$ cat config.mk
export PLATFORM = sky130hd
export DESIGN_NAME = fetch_fifo
export DESIGN_NICKNAME = d
export VERILOG_FILES = /design/src/rtl/fetch_fifo.sv
export SDC_FILE = /design/constraint.sdc
export NUM_CORES = 1
export LEC_CHECK = 0
export ABC_AREA = 0
export ABC_CLOCK_PERIOD_IN_PS = 3700
export CAP_MARGIN = 20
export CORE_ASPECT_RATIO = 1.75
export CORE_MARGIN = 3
export CORE_UTILIZATION = 59
export CTS_BUF_LIST = sky130_fd_sc_hd__clkbuf_4
export DETAILED_ROUTE_END_ITERATION = 12
export PLACE_DENSITY = 0.82
export SYNTH_ARGS = -nofsm -noshare
export SYNTH_HDL_FRONTEND = slang
export SYNTH_SLANG_ARGS = --single-unit
$ cat constraint.sdc
create_clock -name clk -period 3.7 [get_ports clk]
set_input_delay 0.74 -clock clk [delete_from_list [all_inputs] [get_ports clk]]
set_output_delay 0.74 -clock clk [all_outputs]
set_load 0.03 [all_outputs]
$ cat src/rtl/fetch_fifo.sv
// fetch_fifo: four-entry instruction fetch FIFO between the instruction-memory
// response path and the decoder of the RISC-V prefetch buffer.
//
// Stores fetched 32-bit words with their addresses. When empty, the incoming
// word is bypassed combinationally to the output. Realigns 16/32-bit
// instructions, including 32-bit instructions straddling two words, and
// supports hardware-loop redirection by replacing the second entry.
//
// Ports:
//   clk, rst_n                 clock; synchronous active-high reset
//   clear_i                    flush all valid / hwloop flags
//   in_addr_i, in_rdata_i      incoming word and its address
//   in_valid_i, in_ready_o     input handshake
//   in_replace2_i              incoming word replaces entry 1 (hwloop target)
//   in_is_hwlp_i               incoming word is a hwloop target
//   out_valid_o, out_ready_i   output handshake
//   out_rdata_o, out_addr_o    realigned instruction and its address
//   out_valid_stored_o         instruction after the current one is stored
//   unaligned_is_compressed_o  upper halfword of the head word is compressed
//   out_is_hwlp_o              current instruction is a hwloop target
module fetch_fifo #(
  parameter int unsigned DEPTH = 4
) (
  input  logic        clk,
  input  logic        rst_n,
  input  logic        clear_i,
  input  logic [31:0] in_addr_i,
  input  logic [31:0] in_rdata_i,
  input  logic        in_valid_i,
  output logic        in_ready_o,
  input  logic        in_replace2_i,
  input  logic        in_is_hwlp_i,
  output logic        out_valid_o,
  input  logic        out_ready_i,
  output logic [31:0] out_rdata_o,
  output logic [31:0] out_addr_o,
  output logic        out_valid_stored_o,
  output logic        unaligned_is_compressed_o,
  output logic        out_is_hwlp_o
);

  logic [31:0]      addr_q  [DEPTH];
  logic [31:0]      addr_int[DEPTH];
  logic [31:0]      addr_n  [DEPTH];
  logic [31:0]      rdata_q  [DEPTH];
  logic [31:0]      rdata_int[DEPTH];
  logic [31:0]      rdata_n  [DEPTH];
  logic [DEPTH-1:0] valid_q, valid_int, valid_n;
  logic [DEPTH-1:0] is_hwlp_q, is_hwlp_int, is_hwlp_n;

  logic [31:0] rdata, rdata_unaligned, next_word;
  logic        valid, valid_unaligned;
  logic        aligned_is_compressed, unaligned_is_compressed;
  logic        use_unaligned;
  logic [31:2] addr_next;
  logic        found;

  assign rdata           = valid_q[0] ? rdata_q[0] : in_rdata_i;
  assign valid           = valid_q[0] | in_valid_i | is_hwlp_q[1];
  assign next_word       = valid_q[1] ? rdata_q[1] : in_rdata_i;
  assign rdata_unaligned = {next_word[15:0], rdata[31:16]};
  assign valid_unaligned = valid_q[1] | (valid_q[0] & in_valid_i);

  assign unaligned_is_compressed = (rdata[17:16] != 2'b11);
  assign aligned_is_compressed   = (rdata[1:0]   != 2'b11);
  assign unaligned_is_compressed_o = unaligned_is_compressed;

  assign out_addr_o    = valid_q[0] ? addr_q[0]    : in_addr_i;
  assign out_is_hwlp_o = valid_q[0] ? is_hwlp_q[0] : in_is_hwlp_i;

  // A pending hwloop target in entry 1 overrides realignment of the head.
  assign use_unaligned = out_addr_o[1] & ~is_hwlp_q[1];

  always_comb begin
    if (use_unaligned) begin
      out_rdata_o        = rdata_unaligned;
      out_valid_o        = unaligned_is_compressed ? valid : valid_unaligned;
      out_valid_stored_o = unaligned_is_compressed ? 1'b1  : valid_q[2];
    end else begin
      out_rdata_o        = rdata;
      out_valid_o        = valid;
      out_valid_stored_o = valid_q[1];
    end
  end

  assign in_ready_o = ~valid_q[DEPTH-2];

  // Push stage
  always_comb begin
    addr_int    = addr_q;
    rdata_int   = rdata_q;
    valid_int   = valid_q;
    is_hwlp_int = is_hwlp_q;
    found       = 1'b0;

    if (in_valid_i) begin
      for (int unsigned j = 0; j < DEPTH; j++) begin
        if (!found && !valid_q[j]) begin
          addr_int[j]    = in_addr_i;
          rdata_int[j]   = in_rdata_i;
          valid_int[j]   = 1'b1;
          is_hwlp_int[j] = in_is_hwlp_i;
          found          = 1'b1;
        end
      end

      if (in_replace2_i) begin
        if (valid_q[0]) begin
          // Keep the realigned head in slot 0 so a straddling instruction
          // survives the loss of the words behind it.
          addr_int[1]    = in_addr_i;
          rdata_int[0]   = out_rdata_o;
          rdata_int[1]   = in_rdata_i;
          valid_int[1]   = 1'b1;
          is_hwlp_int[1] = in_is_hwlp_i;
          for (int unsigned j = 2; j < DEPTH; j++) begin
            valid_int[j] = 1'b0;
          end
        end else begin
          is_hwlp_int[0] = in_is_hwlp_i;
        end
      end
    end
  end

  assign addr_next = addr_int[0][31:2] + 30'd1;

  // Pop stage, applied on top of the push result
  always_comb begin
    addr_n    = addr_int;
    rdata_n   = rdata_int;
    valid_n   = valid_int;
    is_hwlp_n = is_hwlp_int;

    if (out_valid_o && out_ready_i) begin
      is_hwlp_n = {1'b0, is_hwlp_int[DEPTH-1:1]};

      if (is_hwlp_int[1]) begin
        addr_n[0] = addr_int[1];
        for (int unsigned i = 0; i < DEPTH - 1; i++) begin
          rdata_n[i] = rdata_int[i+1];
        end
        rdata_n[DEPTH-1] = '0;
        valid_n          = {1'b0, valid_int[DEPTH-1:1]};
      end else if (addr_int[0][1]) begin
        addr_n[0] = {addr_next, unaligned_is_compressed ? 2'b00 : 2'b10};
        for (int unsigned i = 0; i < DEPTH - 1; i++) begin
          rdata_n[i] = rdata_int[i+1];
        end
        rdata_n[DEPTH-1] = '0;
        valid_n          = {1'b0, valid_int[DEPTH-1:1]};
      end else if (aligned_is_compressed) begin
        addr_n[0] = {addr_int[0][31:2], 2'b10};
      end else begin
        addr_n[0] = {addr_next, 2'b00};
        for (int unsigned i = 0; i < DEPTH - 1; i++) begin
          rdata_n[i] = rdata_int[i+1];
        end
        rdata_n[DEPTH-1] = '0;
        valid_n          = {1'b0, valid_int[DEPTH-1:1]};
      end
    end
  end

  always_ff @(posedge clk) begin
    if (rst_n) begin
      for (int unsigned i = 0; i < DEPTH; i++) begin
        addr_q[i]  <= '0;
        rdata_q[i] <= '0;
      end
      valid_q   <= '0;
      is_hwlp_q <= '0;
    end else begin
      addr_q  <= addr_n;
      rdata_q <= rdata_n;
      if (clear_i) begin
        valid_q   <= '0;
        is_hwlp_q <= '0;
      end else begin
        valid_q   <= valid_n;
        is_hwlp_q <= is_hwlp_n;
      end
    end
  end

endmodule

-- Word-level counts from Yosys, hierarchy flattened
Cells that the tools add are included.
- $add $sub $neg: 1
- equality and inequality tests: 2
- multiplexer cells: 54
- bitwise logic cells: 7
- reductions and logical operators: 15
- operator list (cell ; count):
    $mux 128 ; 6
    $mux 32 ; 15
    $mux 64 ; 2
    $add 30x1->30 const B ; 1
    $mux 4 ; 6
    $mux 1 ; 19
    $mux 16 ; 1
    $mux 3 ; 3
    $logic_not 1->1 ; 6
    $logic_and 1x1->1 ; 4
    $mux 2 ; 2
    $ne 2x2->1 const B ; 2
    $reduce_and 2->1 ; 2
    $or 1x1->1 ; 3
    $reduce_or 3->1 ; 1
    $and 1x1->1 ; 2
    $not 1->1 ; 2
    $reduce_bool 2->1 ; 1
    $reduce_or 2->1 ; 1
- bits in registers: 264
- word-level logic and storage cells: 92

-- Longest topological paths before layout
- word-level depth: 20
- gate-level depth with buffers: 12
- mapped depth without buffers: 8

-- Worst setup path before layout
Ideal clock, no wire load.
- path kind: input -> output
- start: input in_addr_i[1]
- end: output out_rdata_o[0]
- data arrival time: 2.376 ns
- data required time: 2.960 ns
- setup slack: 0.584 ns
- stages on the path: 7
- path buffers: 3
- cells stage by stage: mux2i_1 nor2_1 buf_2 buf_4 buf_2 mux2i_1 o21ai_0
- cells in the longest elaborated chain, start to end: 3
- ends and longest elaborated chain (element ; line ; source):
    start: declaration ; 27 ; input logic [31:0] in_addr_i,
    $mux 32 ; -- ;
    $and 1x1->1 ; 72 ; assign use_unaligned = out_addr_o[1] & ~is_hwlp_q[1];
    $mux 32 ; 75 ; if (use_unaligned) begin
    end: declaration ; 35 ; output logic [31:0] out_rdata_o,
Every way passes these cells.

-- Worst setup path after layout
- start: register valid_q[0]
- end: output out_valid_o
- cells in the longest elaborated chain, start to end: 4
- elaborated cells on any way between the ends: 10
- ends and longest elaborated chain (element ; line ; source):
    start: declaration ; 48 ; logic [DEPTH-1:0] valid_q, valid_int, valid_n;
    start signal: assignment ; 180 ; valid_q <= valid_n;
    $mux 32, or another cell as far along ; 58 ; assign rdata = valid_q[0] ? rdata_q[0] : in_rdata_i;
    $ne 2x2->1, or another cell as far along ; 64 ; assign unaligned_is_compressed = (rdata[17:16] != 2'b11);
    $mux 1 ; 77 ; out_valid_o = unaligned_is_compressed ? valid : valid_unaligned;
    $mux 1 * ; 75 ;
    end: declaration ; 33 ; output logic out_valid_o,
Mark *: on every way between the ends. The rest lies on a longest branch, timed or not.

==> flow_metrics.tcl <==
set metrics [dict create \
    comb_power_share_pct 31.8 \
    cts.sink_count 200 \
    crit_buf_inv 2 \
    placeableCoreArea_um2 19900 \
    finalHoldViolCount 0 \
    start_util_pct 60.7 \
    yosysSeqAreaShare_pct 33.1 \
    syn_inst 1348 \
    synth_edf_count 0 \
    slowest_delay_ns 0.62 \
    tightest_slew_ns 0.935 \
    setup_violations 0 \
    muxShareOfSynthArea_pct 23.7 \
    clk_latency_ns 0.61 \
    dieArea_um2 22300 \
    final_max_slew_viol_count 0 \
    critPathLaunchType "register" \
    fin_cells 1694 \
    period_needed_ns 3.54 \
    synth_area_per_cell_um2 8.96 \
    final_layout_size_suffix_gt1_share_pct 19.1 \
    dr.pass1.iters 5 \
    vias 10900 \
    final_util_pct 70.3 \
    placed_cells 1663 \
    drt_wl_total_um 34400 \
    cap_violations 0 \
    cpLargestDelayFamily "buffers and inverters" \
    grt.overflow.total 0 \
    synth_top_area_share_pct 33.1 \
    routabilityCongestion 0.885 \
    clk_pin_slew_ns 0.14 \
    track_usage_pct 30.4 \
    synth-compound-area-share_pct 21.2 \
    grt_pass1_vias 10600 \
    io_pins 140 \
    tns_ns 0 \
    nets 1509 \
    power_frac_seq_pct 48.2 \
    period_share_pct 95.8 \
    required_ns 2.96 \
    fp-row-count 68 \
    yosys-top-cells-count "nor2_1, dfxtp_1, mux2i_1, nand2_1, mux2_2" \
    fill_cells 1580 \
    drc 0 \
    slew_headroom_pct 37.7 \
    grt_max_degree 103 \
    path_cells "buf_8 -> nand3_1 -> a221oi_1 -> nor2_1 -> clkdlybuf4s50_1" \
    synth-simple-area-share_pct 16.3 \
    cts-root-buf "clkbuf_4" \
    cts_setup_buffers 0 \
    die_y_um 195 \
    final-seq-area_um2 4010 \
    synth_top_family_by_area "multiplexers" \
    crit_type "reg -> out" \
    synth_flop_cell "dfxtp_1" \
    grt_first_pass_wirelength_um 54800 \
    via_per_inst 6.44 \
    end_kind "primary output" \
    p_sw_share_pct 34.9 \
    intPower_uw 3250 \
    yosysMostFrequentCell "nor2_1" \
    yosysWarnings 0 \
    finClkSkew_ns 0.0252 \
    rsz0062_at_grt "no" \
    ys_types 72 \
    crit_path_top_delay_cell "clkdlybuf4s50_1" \
    synth_top_area_cell "dfxtp_1" \
    htreeDepth 4 \
    regToRegSetupSlack_ns 0.84 \
    cts_buffers 17 \
    vdd_drop_max_uv 212 \
    die_w_um 114 \
    clock_path_buffers 2 \
    powerDensity_nw_per_um2 357 \
    critPathMaxFanout 43 \
    wl_per_cell_um 20.3 \
    pwr-share-clk_pct 20.0 \
    io_buffers 139 \
    p_switching_uw 1740 \
    drtIter0Drc 947 \
    grt_antenna_before_repair 1 \
    cp.arrival_ns 2.80 \
    status "finished clean" \
    max_freq_ghz 0.282 \
    dp_hpwl_um 23900 \
    p_leak_uw 0.00502 \
    multi_input_area_um2 7480 \
    async_reset_ff_share_pct 0 \
    syn_nets 1420 \
    syn-cell-area_um2 12100 \
    post_cts_resized 1 \
    hold_buffers 0 \
    synth_seq_cells 200 \
    synth_area_leaders "dfxtp_1, mux2i_1, mux2_2" \
    drtAntennaViolNets 0 \
    hold_class "reg -> reg" \
    synth-xor-area-share_pct 0 \
    cts_tree "done" \
    area_growth_pct 15.9 \
    synthAdderAreaFrac_pct 0.104 \
]
kinds of logic after synthesis:
| family | after synthesis |
|---|---|
| adders and majority gates | 1 |
| buffers and inverters | 131 |
| DFF | 200 |
| AOI/OAI and AO/OA | 319 |
| and+or+nand+nor | 428 |
| muxes | 269 |
per-layer routing:
metal	wire length [um]	part of all wire, %	up-vias	track usage, %
li1	-	-	5149	-
met1	12800	37	5225	34.5
met2	18200	53	450	55.1
met3	2150	6.2	87	4.37
met4	1200	3.5	0	13.8
met5	0	0	-	0
layout by cell type, fill, tap and decap left out, types with 5 or more instances in the layout:
cell             count
nor2_1             199
dfxtp_1            199
mux2i_1            188
clkdlybuf4s50_1    109
nand2_1             93
mux2_2              70
buf_4               57
a211oi_2            53
a21oi_1             49
o22ai_1             48
a211oi_1            38
nor3_1              28
o21ai_0             27
nand3_1             19
and3_1              19
clkbuf_4            18
buf_12              18
a221oi_1            17
a31oi_1             15
inv_1               10
nor2b_1             10
o21a_1              10
nand4_1              9
o21ba_1              8
or3_1                7
o21ba_2              7
o2bb2ai_1            7
nor4_1               6
mux2i_4              6
and2_1               5
o211ai_1             5
or4_1                5
final cells by class:
cell class	count	area share, %
Multi-Input combinational cell	1017	53.4
Timing Repair Buffer	190	13.9
Sequential cell	200	28.6
Clock buffer	18	0.965
Antenna cell	1	0.0179
Inverter	11	0.295
Clock inverter	12	0.572
Tap cell	245	2.19
power groups by stage:
stage,logic (uW),registers (uW),clock network (uW)
after floorplan,1070,2410,0
after global placement,1550,2440,0
after detailed placement,1580,2450,0
after CTS,1580,2400,1020
after global routing,1710,2420,1100
final,1590,2400,998
flip-flops by register name, summed over array words and instances (netlist names):
name	flops
addr_q	64
valid_q	4
is_hwlp_q	4
rdata_q	128
through the flow:
step           setup WS (ns)  total power [uW]  hold slack, ns  cell area [um2]
2_1_floorplan          0.584              3480           0.448            12100
3_3_place_gp           0.194              3990           0.460            13800
3_5_place_dp          0.0968              4020           0.477            13800
4_1_cts               0.0406              5010           0.511            14000
5_1_grt              0.00138              5220           0.536            14000
6_report               0.156              4990           0.501            14000
final timing paths:
check | from | depth (start not counted) | to
worst max-delay path | valid_q[0]$_SDFF_PP0_ | 5 | out_valid_o
worst min-delay path | addr_q[89]$_SDFF_PP0_ | 2 | addr_q[89]$_SDFF_PP0_
worst max register to register | valid_q[0]$_SDFF_PP0_ | 9 | rdata_q[112]$_SDFF_PP0_
worst min register to register | addr_q[89]$_SDFF_PP0_ | 2 | addr_q[89]$_SDFF_PP0_
worst register-to-register path: stages (launching register included):
cell and delay [ns]:
dfxtp_4 0.50, buf_12 0.37, nand3b_1 0.22, a221oi_1 0.11
buf_4 0.16, nor2_4 0.27, o21a_4 0.48, buf_4 0.38
a211oi_1 0.09, o21ba_2 0.21
Note: power is estimated with default switching activity, not from simulation.
